===== src/rtl/bomberman_pkg.sv =====
// Shared definitions for the bomberman keyboard front-end: scan codes, receiver states
// and the scan-code to held-key lookup.
package bomberman_pkg;

    localparam logic [7:0] SC_Z     = 8'h1A;
    localparam logic [7:0] SC_S     = 8'h1B;
    localparam logic [7:0] SC_Q     = 8'h15;
    localparam logic [7:0] SC_D     = 8'h23;
    localparam logic [7:0] SC_UP    = 8'h75;
    localparam logic [7:0] SC_DOWN  = 8'h72;
    localparam logic [7:0] SC_LEFT  = 8'h6B;
    localparam logic [7:0] SC_RIGHT = 8'h74;
    localparam logic [7:0] SC_EXT   = 8'hE0;
    localparam logic [7:0] SC_BRK   = 8'hF0;

    // Bit positions of the held-key vector
    localparam int unsigned KEY_J1_UP    = 0;
    localparam int unsigned KEY_J1_DOWN  = 1;
    localparam int unsigned KEY_J1_LEFT  = 2;
    localparam int unsigned KEY_J1_RIGHT = 3;
    localparam int unsigned KEY_J2_UP    = 4;
    localparam int unsigned KEY_J2_DOWN  = 5;
    localparam int unsigned KEY_J2_LEFT  = 6;
    localparam int unsigned KEY_J2_RIGHT = 7;
    localparam int unsigned NUM_KEYS     = 8;

    typedef enum logic [1:0] {IDLE, RECV, CHECK} ps2_state_t;

    typedef struct packed {
        logic       hit;
        logic [2:0] idx;
    } key_hit_t;

    // The extended prefix is part of the key identity: 1A with ext=1 or 75 with ext=0 miss.
    function automatic key_hit_t key_lookup(input logic [7:0] code, input logic ext);
        key_hit_t r;
        r.hit = 1'b1;
        r.idx = 3'd0;
        case ({ext, code})
            {1'b0, SC_Z}:     r.idx = 3'(KEY_J1_UP);
            {1'b0, SC_S}:     r.idx = 3'(KEY_J1_DOWN);
            {1'b0, SC_Q}:     r.idx = 3'(KEY_J1_LEFT);
            {1'b0, SC_D}:     r.idx = 3'(KEY_J1_RIGHT);
            {1'b1, SC_UP}:    r.idx = 3'(KEY_J2_UP);
            {1'b1, SC_DOWN}:  r.idx = 3'(KEY_J2_DOWN);
            {1'b1, SC_LEFT}:  r.idx = 3'(KEY_J2_LEFT);
            {1'b1, SC_RIGHT}: r.idx = 3'(KEY_J2_RIGHT);
            default:          r.hit = 1'b0;
        endcase
        return r;
    endfunction

endpackage


===== src/rtl/ps2_joueurs_if.sv =====
// Keyboard-side PS/2 lines plus the decoded player levels and status pulses.
interface ps2_joueurs_if;

    logic ps2_clk;
    logic ps2_data;
    logic j1_up;
    logic j1_down;
    logic j1_left;
    logic j1_right;
    logic j2_up;
    logic j2_down;
    logic j2_left;
    logic j2_right;
    logic byte_ok;
    logic frame_err;

    modport slave (
        input  ps2_clk,
        input  ps2_data,
        output j1_up,
        output j1_down,
        output j1_left,
        output j1_right,
        output j2_up,
        output j2_down,
        output j2_left,
        output j2_right,
        output byte_ok,
        output frame_err
    );

    modport master (
        output ps2_clk,
        output ps2_data,
        input  j1_up,
        input  j1_down,
        input  j1_left,
        input  j1_right,
        input  j2_up,
        input  j2_down,
        input  j2_left,
        input  j2_right,
        input  byte_ok,
        input  frame_err
    );

endinterface


===== src/rtl/ps2_joueurs_rx.sv =====
// PS/2 frame receiver: synchroniser, falling-edge detect, frame FSM, timeout and parity check.
// o_byte_ok / o_frame_err are single-cycle strobes valid in the CHECK/IDLE/RECV cycle itself.
module ps2_rx
    import bomberman_pkg::*;
#(
    parameter int unsigned TIMEOUT_CYC = 50000,
    parameter int unsigned SYNC_STAGES = 2
) (
    input  logic       clk,
    input  logic       reset,
    input  logic       i_ps2_clk,
    input  logic       i_ps2_data,
    output logic [7:0] o_byte,
    output logic       o_byte_ok,
    output logic       o_frame_err
);

    localparam int unsigned TW = $clog2(TIMEOUT_CYC + 1);

    logic [SYNC_STAGES-1:0] r_clk_sync;
    logic [SYNC_STAGES-1:0] r_dat_sync;
    logic                   r_clk_prev;
    logic                   w_clk_s;
    logic                   w_dat_s;
    logic                   w_fall;

    ps2_state_t r_state;
    ps2_state_t w_state_next;
    logic [3:0]    r_bitcnt;
    logic [3:0]    w_bitcnt_next;
    logic [10:0]   r_shreg;
    logic [10:0]   w_shreg_next;
    logic [TW-1:0] r_tmo;
    logic [TW-1:0] w_tmo_next;
    logic          r_mask;
    logic          w_mask_next;
    logic          w_tmo_hit;

    assign w_clk_s = r_clk_sync[SYNC_STAGES-1];
    assign w_dat_s = r_dat_sync[SYNC_STAGES-1];
    assign w_fall  = r_clk_prev & ~w_clk_s;

    always_ff @(posedge clk) begin
        if (reset) begin
            r_clk_sync <= '1;
            r_dat_sync <= '1;
            r_clk_prev <= 1'b1;
        end else begin
            r_clk_sync <= {r_clk_sync[SYNC_STAGES-2:0], i_ps2_clk};
            r_dat_sync <= {r_dat_sync[SYNC_STAGES-2:0], i_ps2_data};
            r_clk_prev <= w_clk_s;
        end
    end

    assign w_tmo_hit = (r_tmo >= TW'(TIMEOUT_CYC - 1));

    // After a bad start bit the remaining edges of that frame are ignored until the
    // line has been quiet for TIMEOUT_CYC, so one stray frame yields one frame_err.
    always_comb begin
        w_state_next  = r_state;
        w_bitcnt_next = r_bitcnt;
        w_shreg_next  = r_shreg;
        w_mask_next   = r_mask;
        w_tmo_next    = '0;
        o_byte_ok     = 1'b0;
        o_frame_err   = 1'b0;
        unique case (r_state)
            IDLE: begin
                if (r_mask) begin
                    if (!w_fall) begin
                        if (w_tmo_hit) begin
                            w_mask_next = 1'b0;
                        end else begin
                            w_tmo_next = r_tmo + TW'(1);
                        end
                    end
                end else if (w_fall) begin
                    if (!w_dat_s) begin
                        w_state_next  = RECV;
                        w_bitcnt_next = 4'd0;
                        w_shreg_next  = {w_dat_s, r_shreg[10:1]};
                    end else begin
                        o_frame_err = 1'b1;
                        w_mask_next = 1'b1;
                    end
                end
            end
            RECV: begin
                if (w_fall) begin
                    w_shreg_next  = {w_dat_s, r_shreg[10:1]};
                    w_bitcnt_next = r_bitcnt + 4'd1;
                    if (r_bitcnt == 4'd9) begin
                        w_state_next = CHECK;
                    end
                end else if (w_tmo_hit) begin
                    o_frame_err  = 1'b1;
                    w_state_next = IDLE;
                end else begin
                    w_tmo_next = r_tmo + TW'(1);
                end
            end
            CHECK: begin
                w_state_next = IDLE;
                // shreg = {stop, parity, data[7:0], start}
                if (r_shreg[10] && (^r_shreg[9:1]) && !r_shreg[0]) begin
                    o_byte_ok = 1'b1;
                end else begin
                    o_frame_err = 1'b1;
                end
            end
            default: w_state_next = IDLE;
        endcase
    end

    always_ff @(posedge clk) begin
        if (reset) begin
            r_state  <= IDLE;
            r_bitcnt <= 4'd0;
            r_shreg  <= '0;
            r_tmo    <= '0;
            r_mask   <= 1'b0;
        end else begin
            r_state  <= w_state_next;
            r_bitcnt <= w_bitcnt_next;
            r_shreg  <= w_shreg_next;
            r_tmo    <= w_tmo_next;
            r_mask   <= w_mask_next;
        end
    end

    assign o_byte = r_shreg[8:1];

endmodule


===== src/rtl/ps2_joueurs.sv =====
// PS/2 keyboard front-end for two players: make/break decoder driving eight held-key levels.
// Levels and status pulses are registered together, so a level changes with its byte_ok.
module ps2_joueurs
    import bomberman_pkg::*;
#(
    parameter int unsigned TIMEOUT_CYC = 50000,
    parameter int unsigned SYNC_STAGES = 2
) (
    input  logic           clk,
    input  logic           reset,
    ps2_joueurs_if.slave   bus
);

    logic [7:0]          w_byte;
    logic                w_byte_ok;
    logic                w_frame_err;
    key_hit_t            w_hit;
    logic [NUM_KEYS-1:0] r_keys;
    logic                r_ext;
    logic                r_brk;
    logic                r_byte_ok;
    logic                r_frame_err;

    ps2_rx #(
        .TIMEOUT_CYC (TIMEOUT_CYC),
        .SYNC_STAGES (SYNC_STAGES)
    ) u_rx (
        .clk         (clk),
        .reset       (reset),
        .i_ps2_clk   (bus.ps2_clk),
        .i_ps2_data  (bus.ps2_data),
        .o_byte      (w_byte),
        .o_byte_ok   (w_byte_ok),
        .o_frame_err (w_frame_err)
    );

    assign w_hit = key_lookup(w_byte, r_ext);

    always_ff @(posedge clk) begin
        if (reset) begin
            r_keys      <= '0;
            r_ext       <= 1'b0;
            r_brk       <= 1'b0;
            r_byte_ok   <= 1'b0;
            r_frame_err <= 1'b0;
        end else begin
            r_byte_ok   <= w_byte_ok;
            r_frame_err <= w_frame_err;
            if (w_frame_err) begin
                r_ext <= 1'b0;
                r_brk <= 1'b0;
            end else if (w_byte_ok) begin
                if (w_byte == SC_EXT) begin
                    r_ext <= 1'b1;
                end else if (w_byte == SC_BRK) begin
                    r_brk <= 1'b1;
                end else begin
                    if (w_hit.hit) begin
                        r_keys[w_hit.idx] <= ~r_brk;
                    end
                    r_ext <= 1'b0;
                    r_brk <= 1'b0;
                end
            end
        end
    end

    assign bus.j1_up     = r_keys[KEY_J1_UP];
    assign bus.j1_down   = r_keys[KEY_J1_DOWN];
    assign bus.j1_left   = r_keys[KEY_J1_LEFT];
    assign bus.j1_right  = r_keys[KEY_J1_RIGHT];
    assign bus.j2_up     = r_keys[KEY_J2_UP];
    assign bus.j2_down   = r_keys[KEY_J2_DOWN];
    assign bus.j2_left   = r_keys[KEY_J2_LEFT];
    assign bus.j2_right  = r_keys[KEY_J2_RIGHT];
    assign bus.byte_ok   = r_byte_ok;
    assign bus.frame_err = r_frame_err;

endmodule


===== src/flat_wrapper.sv =====
// flat-port wrapper written by rule: the top's interface ports become plain ports
module ps2_joueurs_flat import bomberman_pkg::*;
#(
    parameter int unsigned TIMEOUT_CYC = 50000,
    parameter int unsigned SYNC_STAGES = 2
)
  (clk, reset, bus_ps2_clk, bus_ps2_data, bus_j1_up, bus_j1_down, bus_j1_left, bus_j1_right, bus_j2_up, bus_j2_down, bus_j2_left, bus_j2_right, bus_byte_ok, bus_frame_err);
  ps2_joueurs_if bus_i ();
  input  logic clk;
  input  logic reset;
  input wire logic [$bits(bus_i.ps2_clk)-1:0] bus_ps2_clk;
  input wire logic [$bits(bus_i.ps2_data)-1:0] bus_ps2_data;
  output wire logic [$bits(bus_i.j1_up)-1:0] bus_j1_up;
  output wire logic [$bits(bus_i.j1_down)-1:0] bus_j1_down;
  output wire logic [$bits(bus_i.j1_left)-1:0] bus_j1_left;
  output wire logic [$bits(bus_i.j1_right)-1:0] bus_j1_right;
  output wire logic [$bits(bus_i.j2_up)-1:0] bus_j2_up;
  output wire logic [$bits(bus_i.j2_down)-1:0] bus_j2_down;
  output wire logic [$bits(bus_i.j2_left)-1:0] bus_j2_left;
  output wire logic [$bits(bus_i.j2_right)-1:0] bus_j2_right;
  output wire logic [$bits(bus_i.byte_ok)-1:0] bus_byte_ok;
  output wire logic [$bits(bus_i.frame_err)-1:0] bus_frame_err;
  assign bus_i.ps2_clk = bus_ps2_clk;
  assign bus_i.ps2_data = bus_ps2_data;
  assign bus_j1_up = bus_i.j1_up;
  assign bus_j1_down = bus_i.j1_down;
  assign bus_j1_left = bus_i.j1_left;
  assign bus_j1_right = bus_i.j1_right;
  assign bus_j2_up = bus_i.j2_up;
  assign bus_j2_down = bus_i.j2_down;
  assign bus_j2_left = bus_i.j2_left;
  assign bus_j2_right = bus_i.j2_right;
  assign bus_byte_ok = bus_i.byte_ok;
  assign bus_frame_err = bus_i.frame_err;
  ps2_joueurs #(.TIMEOUT_CYC(TIMEOUT_CYC), .SYNC_STAGES(SYNC_STAGES)) u_core (.clk(clk), .reset(reset), .bus(bus_i));
endmodule

===== config.mk =====
export PLATFORM = sky130hd
export DESIGN_NAME = ps2_joueurs_flat
export DESIGN_NICKNAME = d
export VERILOG_FILES = /design/src/rtl/bomberman_pkg.sv /design/src/rtl/ps2_joueurs_if.sv /design/src/rtl/ps2_joueurs_rx.sv /design/src/rtl/ps2_joueurs.sv /design/src/flat_wrapper.sv
export SDC_FILE = /design/constraint.sdc
export NUM_CORES = 1
export LEC_CHECK = 0
export ABC_AREA = 1
export BUFFER_PORTS_ARGS = -buffer_cell sky130_fd_sc_hd__buf_4
export CAP_MARGIN = 0
export CORE_MARGIN = 8
export CORE_UTILIZATION = 32
export CTS_CLUSTER_SIZE = 40
export DETAILED_ROUTE_END_ITERATION = 12
export PLACE_DENSITY = 0.53
export SYNTH_ARGS = -nofsm -noshare
export SYNTH_HDL_FRONTEND = slang
export SYNTH_SLANG_ARGS = --single-unit

===== constraint.sdc =====
create_clock -name clk -period 3.6 [get_ports clk]
set_clock_uncertainty 0.15 [all_clocks]
set_input_delay 0.72 -clock clk [delete_from_list [all_inputs] [get_ports clk]]
set_output_delay 0.72 -clock clk [all_outputs]
set_load 0.1 [all_outputs]

==> flow_summary.html <==
<table>
<tr><th>Metric</th><th>Value</th></tr>
<tr><th colspan="2">Clocking</th></tr>
<tr><td>Later-pin clock latency in the skew report</td><td>0.31 ns</td></tr>
<tr><td>Count of H-tree levels built during CTS</td><td>2</td></tr>
<tr><td>Number of buffers inserted by post-CTS setup repair</td><td>0</td></tr>
<tr><td>Number of gates resized after CTS</td><td>0</td></tr>
<tr><td>Total number of clock tree sinks</td><td>51</td></tr>
<tr><td>Clock Tree Root</td><td>sky130_fd_sc_hd__clkbuf_8</td></tr>
<tr><td>Post-CTS Hold Buffers</td><td>0</td></tr>
<tr><td>Num CTS Buffers</td><td>5</td></tr>
<tr><td>Clock-pin slew on the worst setup and hold paths</td><td>0.10 ns</td></tr>
<tr><td>TritonCTS clock tree</td><td>yes</td></tr>
<tr><td>Max clock buf depth</td><td>2</td></tr>
<tr><th colspan="2">Power</th></tr>
<tr><td>Worst-case vdd ir drop</td><td>136 uV</td></tr>
<tr><td>Ratio of total power to cell area</td><td>313 nW/um2</td></tr>
<tr><td>Total power</td><td>0.983 mW</td></tr>
<tr><td>Lkg Pwr</td><td>1.37 nW</td></tr>
<tr><th colspan="2">Setup path</th></tr>
<tr><td>Crit path max fanout</td><td>8</td></tr>
<tr><td>Category of the critical setup timing path</td><td>flop to flop</td></tr>
<tr><td>Reg2Reg Launch Point</td><td>u_core.u_rx.r_shreg[7]</td></tr>
<tr><td>Timing startpoint of the critical path</td><td>u_core.u_rx.r_shreg[7]</td></tr>
<tr><td>WP data arrival</td><td>2.19 ns</td></tr>
<tr><td>Required time at the endpoint of the critical path</td><td>3.67 ns</td></tr>
<tr><td>Type of element launching the critical path</td><td>flop</td></tr>
<tr><td>Endpoint type of the worst setup path</td><td>flop</td></tr>
<tr><th colspan="2">Detailed routing</th></tr>
<tr><td>Remaining routing DRC violations</td><td>0</td></tr>
<tr><td>Routed wire length per instance</td><td>10.6 um</td></tr>
<tr><td>Initial drt markers</td><td>90</td></tr>
<tr><td>Final wirelength</td><td>5500 um</td></tr>
<tr><td>DRT antenna net count</td><td>0</td></tr>
<tr><td>Via count</td><td>2335</td></tr>
<tr><td>Count of TritonRoute iterations in the first routing pass</td><td>4</td></tr>
<tr><td>Detail-routed via count per cell</td><td>4.49</td></tr>
<tr><th colspan="2">Logic synthesis</th></tr>
<tr><td>Post-Syn Area per Cell</td><td>7.17 um2</td></tr>
<tr><td>Share of cell area taken by muxes after synthesis</td><td>0%</td></tr>
<tr><td>Xor and xnor area share after synthesis</td><td>3.07%</td></tr>
<tr><td>Combinational family with the most area after synthesis</td><td>simple AND/OR/NAND/NOR gates</td></tr>
<tr><td>Synthesized net count</td><td>418</td></tr>
<tr><td>Area contributors post-synth</td><td>sky130_fd_sc_hd__dfxtp_1 (36%), sky130_fd_sc_hd__nand2_1 (11%), sky130_fd_sc_hd__inv_1 (9.1%)</td></tr>
<tr><td>Yosys synthesis warning count</td><td>0</td></tr>
<tr><td>Top-count cell post-synth</td><td>sky130_fd_sc_hd__nand2_1</td></tr>
<tr><td>Cell type with the highest aggregate area in the netlist</td><td>sky130_fd_sc_hd__dfxtp_1</td></tr>
<tr><td>Async SR Flop Fraction</td><td>0%</td></tr>
<tr><td>Flip-flop and latch count after synthesis</td><td>51</td></tr>
<tr><td>Area share of fa/ha/maj cells after synthesis</td><td>7.02%</td></tr>
<tr><td>Most instantiated cells after synthesis</td><td>sky130_fd_sc_hd__nand2_1 (80), sky130_fd_sc_hd__inv_1 (69), sky130_fd_sc_hd__dfxtp_1 (51), sky130_fd_sc_hd__nor2_1 (45), sky130_fd_sc_hd__nand4_1 (19)</td></tr>
<tr><td>Synthesized cell area</td><td>2850 um2</td></tr>
<tr><td>Number of flops mapped to enable cells by yosys</td><td>0</td></tr>
<tr><td>Predominant post-synthesis flop cell</td><td>sky130_fd_sc_hd__dfxtp_1</td></tr>
<tr><td>Share of synthesized cell area in and, or, nand and nor gates</td><td>35.0%</td></tr>
<tr><td>Area fraction of the dominant cell type after synthesis</td><td>35.8%</td></tr>
<tr><td>Seq/Total Area, Yosys</td><td>35.8%</td></tr>
<tr><td>Area fraction in compound gates after synthesis</td><td>7.89%</td></tr>
<tr><td>Count of different cell masters after synthesis</td><td>38</td></tr>
<tr><td>Post-Syn Instances</td><td>398</td></tr>
<tr><th colspan="2">STA</th></tr>
<tr><td>Highest clock rate</td><td>473 MHz</td></tr>
<tr><td>Worst Max-Slew Pin Slew</td><td>0.518 ns</td></tr>
<tr><td>Worst setup slack after layout</td><td>1.48 ns</td></tr>
<tr><td>Period utilization</td><td>58.8%</td></tr>
<tr><td>Setup TNS</td><td>0 ns</td></tr>
<tr><td>Number of setup violations in the final report</td><td>0</td></tr>
<tr><td>RSZ-0062 raised after global routing</td><td>no</td></tr>
<tr><td>Final count of pins violating max slew</td><td>0</td></tr>
<tr><td>Final critical delay including setup and external delays</td><td>2.12 ns</td></tr>
<tr><td>Final Hold Fails</td><td>0</td></tr>
<tr><td>Max-Slew Margin vs Limit</td><td>65.5%</td></tr>
<tr><th colspan="2">Place</th></tr>
<tr><td>Final GP Congestion</td><td>0.772</td></tr>
<tr><td>Detailed-placement wirelength estimate</td><td>4160 um</td></tr>
<tr><td>Area after DPL</td><td>3050 um2</td></tr>
<tr><td>Post-place setup slack</td><td>1.48 ns</td></tr>
<tr><td>Port buffer count</td><td>13</td></tr>
<tr><th colspan="2">Final layout</th></tr>
<tr><td>Ant. Diodes</td><td>0</td></tr>
<tr><td>Nets@finish</td><td>431</td></tr>
<tr><td>Area growth, synth to finish</td><td>10.2%</td></tr>
<tr><td>Share of cells above drive strength 1</td><td>14.1%</td></tr>
<tr><td>Share of the core filled with cells</td><td>36.2%</td></tr>
<tr><td>Area of all placed cells without fillers</td><td>3140 um2</td></tr>
<tr><th colspan="2">GRT</th></tr>
<tr><td>GR Util All Layers</td><td>9.32%</td></tr>
<tr><td>Global-route wire length before repair</td><td>10000 um</td></tr>
<tr><td>Remaining Overflow, GRT</td><td>0</td></tr>
<tr><td>Pin count of the biggest net entering global routing</td><td>25</td></tr>
<tr><td>Vias in the first global route</td><td>2282</td></tr>
<tr><td>Initial antenna violation count</td><td>0</td></tr>
<tr><th colspan="2">Floorplanning</th></tr>
<tr><td>Core area</td><td>8680 um2</td></tr>
<tr><td>Chip Height</td><td>110 um</td></tr>
<tr><td>Die Outline Area</td><td>12200 um2</td></tr>
<tr><td># rows</td><td>34</td></tr>
<tr><td>Initial core utilization</td><td>32.9%</td></tr>
<tr><td>Ports</td><td>14</td></tr>
<tr><td>Die Width</td><td>110 um</td></tr>
<tr><th colspan="2">Status</th></tr>
<tr><td>Result of the run</td><td>completed</td></tr>
<tr><th colspan="2">Worst hold path</th></tr>
<tr><td>Tightest Hold Check Type</td><td>flop to flop</td></tr>
<tr><td>Worst min-delay path startpoint</td><td>u_core.u_rx.r_dat_sync[0]</td></tr>
<tr><th colspan="2">Run</th></tr>
<tr><td>Number of violations of the max-capacitance limit</td><td>0</td></tr>
</table>
## cells by family after synthesis
group                    after synthesis
adder cells (fa/ha/maj)               16
AO/OA/AOI/OAI                         37
flip-flops                            51
XOR/XNOR                              10
buffers and inverters                 81
AND/OR/NAND/NOR                      203
## layout make-up
type                       count  area (um2)
clock buffer                   5        68.8
sequential                    51        1020
tap                          108         135
timing repair buffer          14         105
clock inverter                 3        27.5
multi-input combinational    266        1510
inverter                      73         274
fill                         950        5530
## stage by stage
stage               instances  hold slack, ns
floorplan                 398           0.239
global placement          512           0.243
detailed placement        512           0.243
CTS                       520           0.269
global route              520           0.293
finish                    520           0.268
## routing by layer
layer,GRT usage (%),part of all wire [%],up-vias
met5,0,0,-
met4,2.52,1.3,0
met3,2.11,2.3,9
met2,15.6,46,22
met1,11.7,51,1027
li1,-,-,1277
## power breakdown
group          internal [mW]  leakage [nW]  switching, mW
registers              0.569         0.412        0.00329
clock network          0.145        0.0467          0.219
logic                 0.0159         0.909         0.0311
total                  0.730          1.37          0.253
## state kept, by name (all words and copies together) (netlist names), 2 cells and up
| signal | count |
|---|---|
| u_core.r_keys | 8 |
| u_core.u_rx.r_bitcnt | 4 |
| u_core.u_rx.r_clk_sync | 2 |
| u_core.u_rx.r_dat_sync | 2 |
| u_core.u_rx.r_shreg | 11 |
| u_core.u_rx.r_state | 2 |
| u_core.u_rx.r_tmo | 16 |
## placed cells by master (no fill, tap or decap), drive strengths merged, types with 2 or more instances in the layout
cell    instances
clkbuf          5
o21ai          15
a21oi          17
buf            14
xor2            8
nor3b           7
nor2           54
nor3            6
or2             7
xnor2           2
nand3          20
nand4          22
dfxtp          51
ha             16
nand2          85
inv            75
## path summary, 6_finish.rpt
| kind | end | slack, ns | cells past startpoint |
|---|---|---|---|
| min | u_core.u_rx.r_dat_sync[1] | 0.27 | 1 |
| max | u_core.r_keys[4] | 1.48 | 14 |
| max reg2reg | u_core.r_keys[4] | 1.48 | 14 |
| min reg2reg | u_core.u_rx.r_dat_sync[1] | 0.27 | 1 |
## critical path: stages (launching register included)
cell and delay, ns:
sky130_fd_sc_hd__dfxtp_1 0.38, sky130_fd_sc_hd__inv_1 0.07, sky130_fd_sc_hd__ha_1 0.32, sky130_fd_sc_hd__inv_1 0.08, sky130_fd_sc_hd__nand2_1 0.07, sky130_fd_sc_hd__nand2_1 0.06, sky130_fd_sc_hd__nand2_1 0.06, sky130_fd_sc_hd__nand2_1 0.06
sky130_fd_sc_hd__nand2_1 0.04, sky130_fd_sc_hd__nand2_1 0.07, sky130_fd_sc_hd__nand4_1 0.12, sky130_fd_sc_hd__nor2_2 0.29, sky130_fd_sc_hd__nand4_1 0.13, sky130_fd_sc_hd__nand2_1 0.09, sky130_fd_sc_hd__nor2_2 0.03
(Power assumes the default switching activity.)
